--- config.mk ---
export PLATFORM = sky130hd
export DESIGN_NAME = counter_stim_driver
export DESIGN_NICKNAME = d
export VERILOG_FILES = /design/src/rtl/counter_stim_pkg.sv /design/src/rtl/stim_lfsr.sv /design/src/rtl/counter_stim_driver.sv
export SDC_FILE = /design/constraint.sdc
export NUM_CORES = 1
export LEC_CHECK = 0
export CAP_MARGIN = 20
export CELL_PAD_IN_SITES_DETAIL_PLACEMENT = 1
export CELL_PAD_IN_SITES_GLOBAL_PLACEMENT = 2
export CORE_MARGIN = 2
export CORE_UTILIZATION = 34
export CTS_BUF_LIST = sky130_fd_sc_hd__clkbuf_8 sky130_fd_sc_hd__clkbuf_16
export CTS_CLUSTER_SIZE = 12
export DETAILED_ROUTE_END_ITERATION = 8
export PLACE_DENSITY_LB_ADDON = 0.1
export SYNTH_ARGS = -nofsm -noshare
export SYNTH_HDL_FRONTEND = slang
export SYNTH_SLANG_ARGS = --single-unit
--- constraint.sdc ---
create_clock -name clk -period 4.1 [get_ports clk]
set_input_delay 0.615 -clock clk [delete_from_list [all_inputs] [get_ports clk]]
set_output_delay 0.615 -clock clk [all_outputs]
set_load 0.01 [all_outputs]
--- src/rtl/counter_stim_pkg.sv ---
// Shared types and constants for the loadable-counter stimulus driver.
// Used by counter_stim_driver and stim_lfsr; see counter_stim_driver for the STIM_WRAP_EN option.
package counter_stim_pkg;

    typedef enum logic [2:0] {
        IDLE,
        INIT,
        RUN,
        DRAIN,
        DONE
    } state_t;

    localparam logic [1:0] OP_IDLE = 2'd0;
    localparam logic [1:0] OP_INC  = 2'd1;
    localparam logic [1:0] OP_LD   = 2'd2;

    // x^8+x^6+x^5+x^4+1 expressed as the bits XORed into the shift-left input
    localparam logic [7:0] LFSR_TAPS = 8'hB8;

    localparam int unsigned CNT_W = 3;

    function automatic int unsigned cnt_max(input int unsigned w);
        return (32'd1 << w) - 32'd1;
    endfunction

    localparam int unsigned CNT_MAX = cnt_max(CNT_W);

endpackage

--- src/rtl/stim_lfsr.sv ---
// 8-bit Fibonacci LFSR: shifts left with feedback into bit 0, reloads SEED on reset.
// Exposes only the bit fields the driver decodes ops from.
module stim_lfsr
    import counter_stim_pkg::*;
#(
    parameter logic [7:0] SEED = 8'hA5
) (
    input  logic       clk,
    input  logic       rst,
    input  logic       adv,
    output logic [1:0] op_bits,
    output logic [2:0] load_bits
);

    logic [7:0] value_q;

    always_ff @(posedge clk) begin
        if (!rst) begin
            value_q <= SEED;
        end else if (adv) begin
            value_q <= {value_q[6:0], ^(value_q & LFSR_TAPS)};
        end
    end

    assign op_bits   = value_q[1:0];
    assign load_bits = value_q[7:5];

endmodule

--- src/rtl/counter_stim_driver.sv ---
// Pseudo-random legal ld/inc driver for the loadable counter, with a shadow-model compare.
// Define STIM_WRAP_EN to allow increments at the maximum count (wrapping counter variants).
module counter_stim_driver
    import counter_stim_pkg::*;
#(
    parameter int unsigned WIDTH     = CNT_W,
    parameter int unsigned NUM_OPS_W = 8,
    parameter logic [7:0]  SEED      = 8'hA5
) (
    input  logic                 clk,
    input  logic                 rst,
    input  logic                 start,
    input  logic [NUM_OPS_W-1:0] num_ops,
    output logic                 busy,
    output logic                 done,
    output logic                 ld,
    output logic                 inc,
    output logic [WIDTH-1:0]     data_in,
    input  logic [WIDTH-1:0]     data_out,
    output logic                 mismatch,
    output logic [7:0]           err_count
);

`ifndef STIM_WRAP_EN
    localparam logic [WIDTH-1:0] SHADOW_MAX = WIDTH'(cnt_max(WIDTH));
`endif

    state_t               state_q, state_d;
    logic [NUM_OPS_W-1:0] ops_left_q;
    logic [WIDTH-1:0]     shadow_q;
    logic                 shadow_valid_q;
    logic [1:0]           op;
    logic [WIDTH-1:0]     load_val;
    logic                 lfsr_adv;
    logic [1:0]           lfsr_op_bits;
    logic [2:0]           lfsr_load_bits;
    logic                 compare_en;
    logic                 miscompare;

    stim_lfsr #(
        .SEED (SEED)
    ) u_lfsr (
        .clk       (clk),
        .rst       (rst),
        .adv       (lfsr_adv),
        .op_bits   (lfsr_op_bits),
        .load_bits (lfsr_load_bits)
    );

    always_comb begin
        state_d  = state_q;
        op       = OP_IDLE;
        load_val = '0;
        lfsr_adv = 1'b0;
        case (state_q)
            IDLE: begin
                if (start) state_d = INIT;
            end
            INIT: begin
                op      = OP_LD;
                state_d = (ops_left_q != '0) ? RUN : DRAIN;
            end
            RUN: begin
                lfsr_adv = 1'b1;
                load_val = WIDTH'(lfsr_load_bits);
                case (lfsr_op_bits)
                    2'b00:   op = OP_IDLE;
                    2'b11:   op = OP_LD;
                    default: op = OP_INC;
                endcase
`ifndef STIM_WRAP_EN
                // An increment at the top of the range would break the counter's rule, so reload instead
                if (op == OP_INC && shadow_q == SHADOW_MAX) op = OP_LD;
`endif
                if (ops_left_q == NUM_OPS_W'(1)) state_d = DRAIN;
            end
            DRAIN:   state_d = DONE;
            DONE:    state_d = IDLE;
            default: state_d = IDLE;
        endcase
    end

    assign ld      = (op == OP_LD);
    assign inc     = (op == OP_INC);
    assign data_in = ld ? load_val : '0;
    assign busy    = (state_q == INIT) || (state_q == RUN) || (state_q == DRAIN);
    assign done    = (state_q == DONE);

    // data_out lags the op by one edge, so it is checked against the shadow value held before this cycle's op
    assign compare_en = shadow_valid_q &&
                        ((state_q == RUN) || (state_q == DRAIN) || (state_q == DONE));
    assign miscompare = compare_en && (data_out != shadow_q);

    always_ff @(posedge clk) begin
        if (!rst) begin
            state_q        <= IDLE;
            ops_left_q     <= '0;
            shadow_q       <= '0;
            shadow_valid_q <= 1'b0;
            mismatch       <= 1'b0;
            err_count      <= 8'd0;
        end else begin
            state_q <= state_d;

            if (state_q == IDLE && start) begin
                ops_left_q <= num_ops;
                mismatch   <= 1'b0;
                err_count  <= 8'd0;
            end else if (miscompare) begin
                mismatch <= 1'b1;
                if (err_count != 8'hFF) err_count <= err_count + 8'd1;
            end

            if (state_q == RUN) ops_left_q <= ops_left_q - NUM_OPS_W'(1);
            if (state_q == INIT) shadow_valid_q <= 1'b1;

            if (ld) begin
                shadow_q <= data_in;
            end else if (inc) begin
                shadow_q <= shadow_q + WIDTH'(1);
            end
        end
    end

endmodule

==> impl_metrics.toml <==
[status]
status = "finished clean"

[synthesis]
synth-simple-area-share_pct = 25.7
yosys_register_bits = 32
yosysSeqAreaShare_pct = 36.3
avgSynthCellArea_um2 = 8.61
synth_cell_type_count = 48
synth_top_family_by_area = "simple AND/OR/NAND/NOR gates"
dominantRegCellSynth = "sky130_fd_sc_hd__dfxtp_1"
synthXorXnorAreaFrac_pct = 2.98
synth-compound-area-share_pct = 20.8
yosys_warnings = 0
synthMuxAreaShare_pct = 2.27
post_synth_edffs = 0
synthesis.instances = 205
ys_async_sr_fraction_pct = 0
synth_area_um2 = 1770
postSynthNetCount = 228
synthAdderAreaFrac_pct = 6.38

[grt]
antenna_violations_before_repair = 0
first_pass_grt_wire_length_mm = 7.31
grt_pass1_vias = 1542
grt_max_degree = 24
globalRouteOverflowTotal = 0
grt_use_total_pct = 15.6

[power]
power_switching_share_pct = 31.4
p_sw_uw = 256
power_report.internal_total_uw = 559
leakage_uw = 0.000819
share_seq_of_total_power_pct = 45.8
p_per_area_nw_per_um2 = 373
clock_power_share_pct = 31.3
ir_worst_vdd_uv = 161
comb_power_share_pct = 22.9

[timing]
finalClockSkew_ps = 3.34
relSlewSlack_pct = 43.8
layout_worst_path_cycle_share_pct = 75.2
finalSetupViolCount = 0
achievable-frequency_mhz = 325
setup_repair_after_global_routing_missed_its_margin = "no"
final-hold-violation-count = 0
report.final.slew_viol_count = 0
finalWorstSetupSlack_ps = 1020
period_minus_slack_ps = 3080
tightest_slew_ps = 841
tns_ps = 0

[final_layout]
layout.cells.non_filler = 304
fillCellCount = 621
insertedDiodeCount = 0
finish.utilization_pct = 43.0
num-nets-final = 256
area_growth_pct = 23.7
final_layout_size_suffix_gt1_share_pct = 7.69
top_library_cells_by_usage_in_the_layout_fill_and_taps_aside = "sky130_fd_sc_hd__dfxtp_1 (32), sky130_fd_sc_hd__nand2_1 (29), sky130_fd_sc_hd__clkdlybuf4s50_1 (29), sky130_fd_sc_hd__o21ai_0 (13), sky130_fd_sc_hd__a21oi_1 (10)"
final_common_cell = "sky130_fd_sc_hd__dfxtp_1"

[min_path]
number_of_cells_traversed_by_the_worst_hold_path = 2
worst_hold_end = "u_lfsr.value_q[2]"
hold_class = "flip-flop to flip-flop"
min_from = "u_lfsr.value_q[2]"

[drt]
detailroute.via_count = 1579
antenna_left = 0
drt-wirelength-per-cell_um = 14.3
drt_pass1_iterations = 4
totalWireLength_mm = 4.35
post-route-drc-count = 0
post_drt_via_cell_ratio = 5.19
initialDrtViolationCount = 52

[placement]
globalplace.congestion = 0.737
dp_slack_ps = 1290
place.port_buffers = 29
numPlacedInstances = 295
dp_hpwl_mm = 3.28

[clocking]
cts.hold.buffers_added = 0
clock_buffer_depth = 2
cts_made_buffers = 5
cts.repair_timing.setup_buffer_count = 0
cts_root_buffer = "sky130_fd_sc_hd__clkbuf_8"
path_clk_slew_ps = 70
htree_num_levels = 2
cts_tree = "built"
clock_latency_at_the_later_pin_of_the_worst_skew_pair_ps = 280
cts_resized = 0
clock_sinks = 32

[critical_path]
rr_endpoint = "ops_left_q[3]"
cp_top_family = "buffers and inverters"
worst-r2r-setup-slack_ps = 2020
worst-path-buf-inv = 2
reg2regPathDepth = 4
slowest_stage = "sky130_fd_sc_hd__dfxtp_1"
critPathArrivalTime_ps = 2470
worst_path_largest_cell_delay_ps = 580
critPathRequiredTime_ps = 3480
worstSetupEndpointType = "primary output"
critical_path.max_fanout = 13
regToRegStartpoint = "state_q[1]"
path_cells = "or2b_1 -> o21ai_0 -> nand2b_1 -> inv_1 -> ha_1 -> and3_1 -> clkdlybuf4s50_1"
setup_crit_start_kind = "flip-flop"
critical_path_class = "flip-flop to primary output"

[floorplan]
io-pin-count = 30
row_count = 26
floorplan.die.height_um = 76.1
floorplan.die.width_um = 76.1
start_util_pct = 34.8
overall_die_area_um2 = 5790
core_um2 = 5070

[job]
max_cap_violations = 0
power groups by stage:
stage | sequential, uW | clock (uW) | combinational, uW
finish | 373 | 255 | 187
global route | 379 | 280 | 211
CTS | 373 | 265 | 189
detailed placement | 380 | 0 | 188
global placement | 378 | 0 | 180
floorplan | 367 | 0 | 143
tightest hold or removal path, stage by stage, from the launching register on:
cell	delay (ps)
sky130_fd_sc_hd__dfxtp_1	320
sky130_fd_sc_hd__nand2_1	50
sky130_fd_sc_hd__nand3_1	70
kinds of logic (layout without fill, tap and decap cells):
family / count (synthesis) / after routing
xor gates and xnor gates: 6 / 6
adders and majority gates: 9 / 9
DFF: 32 / 32
AOI/OAI and AO/OA: 53 / 53
muxes: 4 / 4
and+or+nand+nor: 82 / 82
buffers and inverters: 19 / 48
flip-flops by register name, indices dropped and copies added, names as in the netlist:
signal / flops
err_count: 8
mismatch: 1
ops_left_q: 8
shadow_q: 3
shadow_valid_q: 1
state_q: 3
u_lfsr.value_q: 8
cell type report:
| cell class | instances | area (um^2) | share of cell area, % |
|---|---|---|---|
| multi-input cells | 154 | 1030 | 47.0 |
| flip-flops and latches | 32 | 641 | 29.3 |
| repair buffers | 31 | 303 | 13.9 |
| well taps | 70 | 87.6 | 4.01 |
| clock buffers | 6 | 82.6 | 3.78 |
| inverters | 9 | 33.8 | 1.55 |
| clock inverters | 2 | 10.0 | 0.458 |
routing by layer:
metal / up-vias / routed length, um / GRT usage, % / share of wire (%)
met5: - / 0 / 0 / 0
met4: 0 / 78 / 7.09 / 1.8
met3: 7 / 121 / 3.32 / 2.8
met2: 22 / 2090 / 25.6 / 48
met1: 753 / 2070 / 19.6 / 47
li1: 797 / - / - / -
synth_stat cells, types with 4 or more instances:
master,n,share of area [%]
sky130_fd_sc_hd__nand2_1,29,6.2
sky130_fd_sc_hd__clkbuf_1,5,1.1
sky130_fd_sc_hd__or4_1,5,2.1
sky130_fd_sc_hd__o21ai_0,13,3.7
sky130_fd_sc_hd__and3_1,5,1.8
sky130_fd_sc_hd__nand3_1,7,2.0
sky130_fd_sc_hd__a21oi_1,10,2.8
sky130_fd_sc_hd__ha_1,9,6.4
sky130_fd_sc_hd__mux2i_1,4,2.3
sky130_fd_sc_hd__nor2_1,9,1.9
sky130_fd_sc_hd__a21boi_0,8,3.4
sky130_fd_sc_hd__nand2b_1,7,2.5
sky130_fd_sc_hd__dfxtp_1,32,36
sky130_fd_sc_hd__inv_1,9,1.9
per-stage QoR:
step | total power, uW | hold slack (ps) | cell area (um^2)
floorplan | 510 | 441 | 1770
global placement | 559 | 455 | 2090
detailed placement | 568 | 472 | 2090
CTS | 826 | 491 | 2180
global route | 870 | 515 | 2180
finish | 815 | 486 | 2180
worst max-delay path by stage:
stage               startpoint  depth (start not counted)  slack [ps]          to
floorplan           state_q[1]                          6        1760  data_in[0]
global placement    state_q[1]                          7        1420  data_in[1]
detailed placement  state_q[1]                          7        1290  data_in[2]
CTS                 state_q[1]                          7         970  data_in[2]
global route        state_q[1]                          7         790  data_in[1]
finish              state_q[1]                          7        1020  data_in[2]
Power figures use the tool's default switching activity.
